==> src/rtl/fft_stage_sequencer_pkg.sv <==
// fft_pkg: shared state encoding, default geometry and address typedefs for
// the FFT stage sequencer slice.
package fft_pkg;

   localparam int N_POINTS_DEF   = 256;
   localparam int LOG2N_DEF      = 8;
   localparam int BF_LATENCY_DEF = 3;

   typedef enum logic [1:0] {
      IDLE  = 2'd0,
      ISSUE = 2'd1,
      DRAIN = 2'd2,
      DONE  = 2'd3
   } fft_seq_state_e;

   // Address/twiddle/stage widths for the default transform size.
   typedef logic [LOG2N_DEF-1:0]         fft_addr_t;
   typedef logic [LOG2N_DEF-2:0]         fft_twiddle_t;
   typedef logic [$clog2(LOG2N_DEF)-1:0] fft_stage_t;

endpackage

==> src/rtl/fft_stage_sequencer_if.sv <==
// Butterfly request channel between the stage sequencer (master) and the
// datapath / SRAM arbiter (slave). One butterfly per bf_valid & bf_ready.
interface fft_stage_sequencer_if
   import fft_pkg::*;
#(
   parameter int LOG2N = LOG2N_DEF
) ();
   localparam int SW = $clog2(LOG2N);

   logic             bf_valid;
   logic             bf_ready;
   logic [LOG2N-1:0] bf_addr_a;
   logic [LOG2N-1:0] bf_addr_b;
   logic [LOG2N-2:0] bf_twiddle;
   logic [SW-1:0]    bf_stage;

   modport master (
      output bf_valid, bf_addr_a, bf_addr_b, bf_twiddle, bf_stage,
      input  bf_ready
   );

   modport slave (
      input  bf_valid, bf_addr_a, bf_addr_b, bf_twiddle, bf_stage,
      output bf_ready
   );
endinterface

==> src/rtl/fft_stage_sequencer_bf_addr_gen.sv <==
// fft_bf_addr_gen: combinational radix-2 DIF butterfly address generator.
// For stage s and butterfly k: span = (N/2)>>s, the low bits of k below span
// give the position inside a group and the high bits select the group, so the
// usual k/span and k%span reduce to masks and a 1-bit shift.
module fft_bf_addr_gen
   import fft_pkg::*;
#(
   parameter int N_POINTS = N_POINTS_DEF,
   parameter int LOG2N    = LOG2N_DEF
) (
   input  logic [$clog2(LOG2N)-1:0] stage,
   input  logic [LOG2N-2:0]         k,
   output logic [LOG2N-1:0]         addr_a,
   output logic [LOG2N-1:0]         addr_b,
   output logic [LOG2N-2:0]         twiddle
);
   localparam logic [LOG2N-1:0] HALF = LOG2N'(N_POINTS / 2);

   logic [LOG2N-1:0] span;
   logic [LOG2N-1:0] mask;
   logic [LOG2N-1:0] k_ext;

   assign span    = HALF >> stage;
   assign mask    = span - LOG2N'(1);
   assign k_ext   = {1'b0, k};
   // Group bits move up by one to skip over the lower-leg half of each group.
   assign addr_a  = ((k_ext & ~mask) << 1) | (k_ext & mask);
   assign addr_b  = addr_a + span;
   assign twiddle = (LOG2N-1)'((k_ext & mask) << stage);

endmodule

==> src/rtl/fft_stage_sequencer.sv <==
// fft_stage_sequencer: control FSM that walks a radix-2 DIF butterfly datapath
// through LOG2N stages of N_POINTS/2 butterflies, draining the pipeline for
// BF_LATENCY idle cycles between stages, then holds core_done until restarted
// or cleared.
// Optional feature macro: FFT_SEQ_PERF_CNT_EN adds the perf_cycles counter.
module fft_stage_sequencer
   import fft_pkg::*;
#(
   parameter int N_POINTS   = N_POINTS_DEF,
   parameter int LOG2N      = LOG2N_DEF,
   parameter int BF_LATENCY = BF_LATENCY_DEF
) (
   input  logic                  clk,
   input  logic                  rst_n,
   input  logic                  start_fft,
   input  logic                  clear_done,
   fft_stage_sequencer_if.master bf,
   output logic                  busy,
   output logic                  core_done
`ifdef FFT_SEQ_PERF_CNT_EN
   ,
   output logic [31:0]           perf_cycles
`endif
);
   localparam int SW = $clog2(LOG2N);
   localparam int DW = (BF_LATENCY < 2) ? 1 : $clog2(BF_LATENCY);

   localparam logic [SW-1:0]    STAGE_LAST = SW'(LOG2N - 1);
   localparam logic [LOG2N-2:0] K_LAST     = '1;
   localparam logic [DW-1:0]    DRAIN_LAST = DW'((BF_LATENCY == 0) ? 0 : BF_LATENCY - 1);

   localparam logic [1:0] S_IDLE  = IDLE;
   localparam logic [1:0] S_ISSUE = ISSUE;
   localparam logic [1:0] S_DRAIN = DRAIN;
   localparam logic [1:0] S_DONE  = DONE;

   logic [1:0]       state_q;
   logic [SW-1:0]    stage_q;
   logic [LOG2N-2:0] k_q;
   logic [DW-1:0]    drain_q;

   logic             handshake;
   logic             start_ok;
   logic             last_stage;
   logic [LOG2N-1:0] gen_addr_a;
   logic [LOG2N-1:0] gen_addr_b;
   logic [LOG2N-2:0] gen_twiddle;

   assign handshake  = bf.bf_valid & bf.bf_ready;
   assign start_ok   = start_fft & ((state_q == S_IDLE) | (state_q == S_DONE));
   assign last_stage = (stage_q == STAGE_LAST);

   fft_bf_addr_gen #(
      .N_POINTS (N_POINTS),
      .LOG2N    (LOG2N)
   ) u_addr_gen (
      .stage   (stage_q),
      .k       (k_q),
      .addr_a  (gen_addr_a),
      .addr_b  (gen_addr_b),
      .twiddle (gen_twiddle)
   );

   // State, stage, butterfly and drain counters; k only advances on a handshake.
   always_ff @(posedge clk or negedge rst_n) begin
      if (!rst_n) begin
         state_q <= S_IDLE;
         stage_q <= '0;
         k_q     <= '0;
         drain_q <= '0;
      end else begin
         // NOTE: non-blocking so every register samples pre-edge values.
         case (state_q)
            S_IDLE: begin
               if (start_fft) begin
                  state_q <= S_ISSUE;
                  stage_q <= '0;
                  k_q     <= '0;
               end
            end
            S_ISSUE: begin
               if (handshake) begin
                  if (k_q == K_LAST) begin
                     k_q <= '0;
                     if (BF_LATENCY != 0) begin
                        state_q <= S_DRAIN;
                        drain_q <= '0;
                     end else if (last_stage) begin
                        state_q <= S_DONE;
                        stage_q <= '0;
                     end else begin
                        stage_q <= stage_q + SW'(1);
                     end
                  end else begin
                     k_q <= k_q + (LOG2N-1)'(1);
                  end
               end
            end
            S_DRAIN: begin
               if (drain_q == DRAIN_LAST) begin
                  drain_q <= '0;
                  if (last_stage) begin
                     state_q <= S_DONE;
                     stage_q <= '0;
                  end else begin
                     state_q <= S_ISSUE;
                     stage_q <= stage_q + SW'(1);
                  end
               end else begin
                  drain_q <= drain_q + DW'(1);
               end
            end
            default: begin
               // DONE: a new start wins over clear_done.
               if (start_fft) begin
                  state_q <= S_ISSUE;
                  stage_q <= '0;
                  k_q     <= '0;
               end else if (clear_done) begin
                  state_q <= S_IDLE;
               end
            end
         endcase
      end
   end

   // Butterfly request outputs; addresses are driven only while issuing.
   always_comb begin
      // NOTE: defaults first so every path assigns every output (no latch).
      bf.bf_valid   = 1'b0;
      bf.bf_addr_a  = '0;
      bf.bf_addr_b  = '0;
      bf.bf_twiddle = '0;
      if (state_q == S_ISSUE) begin
         bf.bf_valid   = 1'b1;
         bf.bf_addr_a  = gen_addr_a;
         bf.bf_addr_b  = gen_addr_b;
         bf.bf_twiddle = gen_twiddle;
      end
   end

   assign bf.bf_stage = stage_q;
   assign busy        = (state_q == S_ISSUE) | (state_q == S_DRAIN);
   assign core_done   = (state_q == S_DONE);

`ifdef FFT_SEQ_PERF_CNT_EN
   // Busy-cycle counter: cleared on an accepted start, saturating, holds when idle.
   always_ff @(posedge clk or negedge rst_n) begin
      if (!rst_n) begin
         perf_cycles <= '0;
      end else if (start_ok) begin
         perf_cycles <= '0;
      end else if (busy && (perf_cycles != 32'hFFFF_FFFF)) begin
         perf_cycles <= perf_cycles + 32'd1;
      end
   end
`else
   // Without the counter, an accepted start has no further consumer.
   logic unused_start_ok;
   assign unused_start_ok = start_ok;
`endif

endmodule

==> src/flat_wrapper.sv <==
// flat-port wrapper written by rule: the top's interface ports become plain ports
module fft_stage_sequencer_flat import fft_pkg::*;
#(
   parameter int N_POINTS   = N_POINTS_DEF,
   parameter int LOG2N      = LOG2N_DEF,
   parameter int BF_LATENCY = BF_LATENCY_DEF
)
  (clk, rst_n, start_fft, clear_done, busy, core_done, bf_bf_valid, bf_bf_addr_a, bf_bf_addr_b, bf_bf_twiddle, bf_bf_stage, bf_bf_ready);
  fft_stage_sequencer_if #(.LOG2N(LOG2N)) bf_i ();
  input  logic clk;
  input  logic rst_n;
  input  logic start_fft;
  input  logic clear_done;
  output logic busy;
  output logic core_done;
  output wire logic [$bits(bf_i.bf_valid)-1:0] bf_bf_valid;
  output wire logic [$bits(bf_i.bf_addr_a)-1:0] bf_bf_addr_a;
  output wire logic [$bits(bf_i.bf_addr_b)-1:0] bf_bf_addr_b;
  output wire logic [$bits(bf_i.bf_twiddle)-1:0] bf_bf_twiddle;
  output wire logic [$bits(bf_i.bf_stage)-1:0] bf_bf_stage;
  input wire logic [$bits(bf_i.bf_ready)-1:0] bf_bf_ready;
  assign bf_bf_valid = bf_i.bf_valid;
  assign bf_bf_addr_a = bf_i.bf_addr_a;
  assign bf_bf_addr_b = bf_i.bf_addr_b;
  assign bf_bf_twiddle = bf_i.bf_twiddle;
  assign bf_bf_stage = bf_i.bf_stage;
  assign bf_i.bf_ready = bf_bf_ready;
  fft_stage_sequencer #(.N_POINTS(N_POINTS), .LOG2N(LOG2N), .BF_LATENCY(BF_LATENCY)) u_core (.clk(clk), .rst_n(rst_n), .start_fft(start_fft), .clear_done(clear_done), .bf(bf_i), .busy(busy), .core_done(core_done));
endmodule
==> config.mk <==
export PLATFORM = sky130hd
export DESIGN_NAME = fft_stage_sequencer_flat
export DESIGN_NICKNAME = d
export VERILOG_FILES = /design/src/rtl/fft_stage_sequencer_pkg.sv /design/src/rtl/fft_stage_sequencer_if.sv /design/src/rtl/fft_stage_sequencer_bf_addr_gen.sv /design/src/rtl/fft_stage_sequencer.sv /design/src/flat_wrapper.sv
export SDC_FILE = /design/constraint.sdc
export NUM_CORES = 1
export LEC_CHECK = 0
export CAP_MARGIN = 30
export CORE_UTILIZATION = 56
export CTS_CLUSTER_DIAMETER = 80
export CTS_CLUSTER_SIZE = 25
export DETAILED_ROUTE_END_ITERATION = 7
export PLACE_DENSITY = 0.91
export SYNTH_ARGS = -nofsm -noshare
export SYNTH_HDL_FRONTEND = slang
export SYNTH_HIERARCHICAL = 1
export SYNTH_SLANG_ARGS = --single-unit
==> constraint.sdc <==
create_clock -name clk -period 4.6 [get_ports clk]
set_input_delay 0.92 -clock clk [delete_from_list [all_inputs] [get_ports clk]]
set_output_delay 0.92 -clock clk [all_outputs]
set_load 0.02 [all_outputs]
==> results of run 1 <==
[cell families after synthesis]
group           share of synthesized area
compound gates                      0.245
xor+xnor                           0.0204
fa+ha+maj                          0.0948
buf+inv                            0.0613
flops                               0.204
mux                                0.0722
other cells                       0.00219
simple gates                        0.300
[metal layers]
metal | part of all wire | GRT usage
met1 | 0.47 | 0.297
met2 | 0.50 | 0.402
met3 | 0.024 | 0.0136
met4 | 0.0055 | 0.0592
met5 | 0 | 0
[worst paths after layout]
| kind | from | endpoint | slack, ns | cells after the start |
|---|---|---|---|---|
| min in group asynchronous | rst_n | u_core/drain_q[0] | 1.03 | 1 |
| worst min register to register | u_core/state_q[1] | u_core/state_q[1] | 0.53 | 1 |
| worst max-delay path | u_core/bf.bf_stage[0] | bf_bf_addr_b[6] | 0.41 | 8 |
| max in group asynchronous | rst_n | u_core/k_q[1] | 3.18 | 1 |
| worst min-delay path | u_core/state_q[1] | u_core/state_q[1] | 0.53 | 1 |
| worst max register to register | u_core/state_q[1] | u_core/k_q[3] | 2.36 | 7 |
[flip-flops by register name (all words and copies together), names as in the netlist]
register and flops:
u_core/k_q 7, u_core/drain_q 2, u_core/state_q 2, u_core/bf.bf_stage 3
[metrics by stage]
step	total power (W)	instances	hold WS [ns]
floorplan	0.000858	214	0.482
global placement	0.00108	267	0.516
detailed placement	0.00109	267	0.517
CTS	0.00118	271	0.529
global route	0.00128	271	0.554
finish	0.00118	271	0.532
[power groups by stage]
stage	Sequential (W)	Clock [W]	Combinational, W
floorplan	0.000241	0	0.000616
global placement	0.000290	0	0.000788
detailed placement	0.000292	0	0.000797
CTS	0.000290	0.0000885	0.000801
global route	0.000308	0.0000943	0.000876
finish	0.000291	0.0000845	0.000801
[synth_stat cells (2+ instances only)]
master | instances | area (um2)
mux2_4 | 3 | 45.0
ha_1 | 13 | 163
a22o_1 | 4 | 35.0
and2_1 | 26 | 163
xor2_1 | 2 | 17.5
o21bai_1 | 2 | 15.0
or3b_1 | 2 | 17.5
nand2_1 | 16 | 60.1
o31ai_1 | 4 | 30.0
buf_2 | 6 | 30.0
o221ai_1 | 2 | 17.5
o21ai_2 | 2 | 17.5
o211ai_1 | 2 | 15.0
inv_1 | 12 | 45.0
nor2b_1 | 4 | 25.0
nand3_1 | 8 | 40.0
nor3_1 | 7 | 35.0
clkbuf_1 | 5 | 18.8
a21o_1 | 2 | 15.0
a211oi_1 | 4 | 30.0
nor2_1 | 12 | 45.0
a22oi_1 | 2 | 15.0
xnor2_1 | 2 | 17.5
nand2b_1 | 5 | 31.3
mux2i_1 | 3 | 30.0
nor3b_1 | 3 | 22.5
a21oi_1 | 7 | 35.0
o21ai_0 | 15 | 75.1
dfrtp_1 | 14 | 350
[critical path: stages (launching register included)]
cell	delay, ns
dfrtp_1	0.65
nand2b_1	0.29
o31ai_1	0.37
ha_1	0.37
or3b_1	0.19
o221ai_1	0.09
or3b_1	0.36
and2_1	0.15
clkdlybuf4s50_1	0.52
[area by class of cell]
type / instances / area (um2) / share of cell area
sequential: 14 / 350 / 0.169
multi-input combinational: 176 / 1260 / 0.609
clock buffer: 4 / 36.3 / 0.0175
timing repair buffer: 34 / 338 / 0.163
tap: 31 / 38.8 / 0.0188
inverter: 12 / 45.0 / 0.0218
==> run metrics, run 1 <==
P_leak 0.864 nW; Root Buffer clkbuf_4; largest net degree at the start of global routing 27; TritonCTS clock tree done; routed vias/inst 5.96; Finished Cell Area 2070 um2; initial antenna violation count 0; PwrDens 569 nW/um2; most common cell after layout, fill and taps aside clkdlybuf4s50_1; Synth Instances roughly 210; Max clock buf depth 2; fraction of layout cells with a size suffix above 1 0.0750; Worst Path Max Fanout 23; DRT Pass-1 Iters 6; num rows 19; fillcell total 220; Die W about 57 um; WL/cell 12.8 um; synthesis-stage register bit count 14; status finished, violations left; combinational share of power 0.681; Core Box Area 2830 um2; P_int slightly above 0.0006 W; max-slew violation total from the final report 0; Area Overhead vs Synth 20.6%; initial DRC count 54; fin crit share 0.910; Seq pwr share 0.248; via count 1615; post-synthesis cell area 1720 um2; diode count 0; final worst path period need 4.19 ns; Port Buffers 33; RSZ-0062 raised after global routing no; Hold Crit Class flip-flop to flip-flop; drc violations 6; synth unique cells between 50 and 60; worst skew pair latency 0.27 ns; post-CTS setup buffers 0; vias in the first global route 1383; CTS HTree Levels 1; Post-CTS Resized 0; violated checks design-rule violations; Post-DRT Antenna Nets 0; Worst Path Arrival 3.27 ns; CTS sink count 14; setup violators final 0; post-layout util 0.731; Setup TNS 0 ns; CTS clk-pin slew, worst paths 0.08 ns; syn_area_per_cell about 8 um2; FMAX 239 MHz; Net Count, Synth between 200 and 250; die area 3290 um2; Tightest Pin Transition 0.722 ns; Crit. End Element output port; Max VDD drop 0.000366 V; IO Count 34; Seq/Total Area, Yosys 0.204; Main synth FF type dfrtp_1; WP data required 3.68 ns; max cap viols 0; Die Ht 57.3 um; clock share of power 0.072; Synth async-reset ratio 1.00; first-pass GRT wire length between 5000 and 6000 um; worst setup margin 0.414 ns; CP Launch Type flip-flop; most frequent cells in the layout clkdlybuf4s50_1, and2_1, nand2_1; synth warn 6; placed instance area 2030 um2; Switch Pwr 0.000567 W; Fin Clk Skew 0.00258 ns; Hold Fails Final Rpt 0; Crit Path Class flip-flop to output port; starting density of the core 0.606; Congestion Overflow GR 0; cts bufs inserted 3; Hold Buf Count CTS 0; GRT Overall Usage 0.226; WL final 3480 um; hpwl dp 2640 um; Final nets around 260; RePlAce Congestion approximately 0.9; Sw Share 0.482; headroom to the max-slew limit 0.519; number of synthesized flops with an enable pin 0; worst slack, placed 0.728 ns
(Power assumes the default switching activity.)
==> run 2: changes to the inputs <==
Settings changed: CORE_UTILIZATION 56 to 52, CTS_CLUSTER_SIZE 25 to not set, GPL_TIMING_DRIVEN set to 0, PLACE_DENSITY 0.91 to 0.85.
Clock period 4.6 ns to 4.45 ns, I/O delays scaled along.
==> run metrics, run 2 (synthesized netlist as in run 1, its figures left out) <==
drc violations 0 (-6); placed insts 291 (+9.0%); Max VDD drop 0.000402 V (+9.8%); worst skew pair latency 0.29 ns (+0.02 ns); max-slew violation total from the final report 0 (unchanged); post-CTS setup buffers 0 (unchanged); Port Buffers 33 (unchanged); fin crit share 0.933; FF/Latch Area 350 um2 (unchanged); P_leak 0.905 nW (+4.7%); Worst Path Arrival 3.26 ns (about the same); CP Launch Type flip-flop; fillcell total 298 (+35%); via count 1664 (+3.0%); routed vias/inst 5.64 (-5.3%); num rows 20 (+1); initial antenna violation count 0 (unchanged); Die W 59.4 um (+3.6%); WL/cell 13.0 um (+1.3%); initial DRC count 97 (+80%); area of the multi-input gates 1260 um2 (unchanged); slowest cell on the critical path clkdlybuf4s50_1; Hold Buf Count CTS 0 (unchanged); max cap viols 0 (unchanged); Core Box Area 3100 um2 (+9.7%); setup violators final 0 (unchanged); starting density of the core 0.553 (-0.0535); Hold Crit Class flip-flop to flip-flop; Tightest Pin Transition 0.631 ns (-0.0905 ns); IO Count 34 (unchanged); Crit Path Class flip-flop to output port; CTS HTree Levels 1 (unchanged); RSZ-0062 raised after global routing no; Congestion Overflow GR 0 (unchanged); max incr delay on CP 0.54 ns (-0.11 ns); headroom to the max-slew limit 0.578 (+0.0590); status finished, final reports clean; most frequent cells in the layout clkdlybuf4s50_1, and2_1, nand2_1; most common cell after layout, fill and taps aside clkdlybuf4s50_1; vias in the first global route 1514 (+9.5%); Setup TNS 0 ns (unchanged); final worst path period need about 4.2 ns; Crit. End Element output port; Max clock buf depth 2 (unchanged); CTS clk-pin slew, worst paths 0.09 ns (about the same); TritonCTS clock tree done; GRT Overall Usage 0.247 (+0.0211); Top reg by flops u_core/k_q; Post-DRT Antenna Nets 0 (unchanged); Non-Filler Instances 295 (+8.9%); first-pass GRT wire length 6740 um (+13%); Area Overhead vs Synth 24.7%; DRT Pass-1 Iters 4 (-2); die area 3530 um2 (+7.4%); Fin Clk Skew 0.00400 ns (+0.00143 ns); FMAX 241 MHz; CTS sink count 14 (unchanged); largest net degree at the start of global routing 15 (-44%); Post-CTS Resized 0 (unchanged); hpwl dp 2960 um (+12%); RePlAce Congestion 0.866 (-3.9%); Root Buffer clkbuf_4; cts bufs inserted 3 (unchanged); max reg flops 7 (unchanged); Hold Fails Final Rpt 0 (unchanged); WL final 3840 um (+10%); diode count 0 (unchanged); Die Ht 59.4 um (+3.6%); Worst Path Max Fanout 10 (-57%); worst-path cell chain buf_2 -> buf_2 -> o211ai_1 -> o21ai_0 -> ha_1 -> o21ai_0 -> nor3_1 -> or3b_1 -> and2_1 -> clkdlybuf4s50_1; Final nets 270 (+4.2%); WP data required 3.56 ns (-0.12 ns); fraction of layout cells with a size suffix above 1 0.0996 (+0.0246); PwrDens 588 nW/um2 (+3.4%)
==> run 2: layer usage <==
layer	vias up	wire length (um)	track usage
li1	844	-	-
met1	763	1710	0.325
met2	51	1950	0.422
met3	6	140	0.0240
met4	0	41	0.0816
met5	-	0	0
==> run 2: power by group <==
part	total (W)	internal [W]	leakage, nW	switching (W)
logic	0.000900	0.000424	0.697	0.000476
registers	0.000264	0.000174	0.187	0.0000900
clock network	0.0000938	0.0000499	0.0210	0.0000439
==> run 2: per-stage QoR <==
| stage | setup slack (ns) | cell area (um2) | hold WS, ns | total power [W] | util |
|---|---|---|---|---|---|
| 2_1_floorplan | 1.22 | 1720 | 0.482 | 0.000886 | - |
| 3_3_place_gp | 0.649 | 2100 | 0.517 | 0.00114 | 0.677 |
| 3_5_place_dp | 0.606 | 2100 | 0.528 | 0.00116 | 0.677 |
| 4_1_cts | 0.265 | 2140 | 0.547 | 0.00126 | 0.689 |
| 5_1_grt | 0.0585 | 2140 | 0.558 | 0.00137 | 0.689 |
| 6_report | 0.298 | 2140 | 0.550 | 0.00126 | 0.689 |
==> run 2: final timing paths <==
path	from	endpoint	slack, ns	cells past startpoint
min in group asynchronous	rst_n	u_core/state_q[0]	0.98	1
setup / recovery	u_core/bf.bf_stage[1]	bf_bf_addr_b[6]	0.30	10
hold reg to reg	u_core/state_q[1]	u_core/state_q[1]	0.55	1
setup reg to reg	u_core/state_q[1]	u_core/k_q[3]	2.62	6
hold / removal	u_core/state_q[1]	u_core/state_q[1]	0.55	1
max in group asynchronous	rst_n	u_core/k_q[4]	3.06	1
==> run 2: layout make-up <==
class                           instances  area share
Multi-Input combinational cell        176       0.589
Tap cell                               44      0.0257
Buffer                                 12      0.0287
Sequential cell                        14       0.164
Clock buffer                            4      0.0170
Inverter                               12      0.0211
Timing Repair Buffer                   33       0.154
==> run 2: worst max-delay path, delay by kind of cell, from the launching register on <==
kind            cells  cell delay, ns
buf+inv             3            0.96
simple gates        3            0.59
compound gates      3            0.56
flops               1            0.47
fa+ha+maj           1            0.39
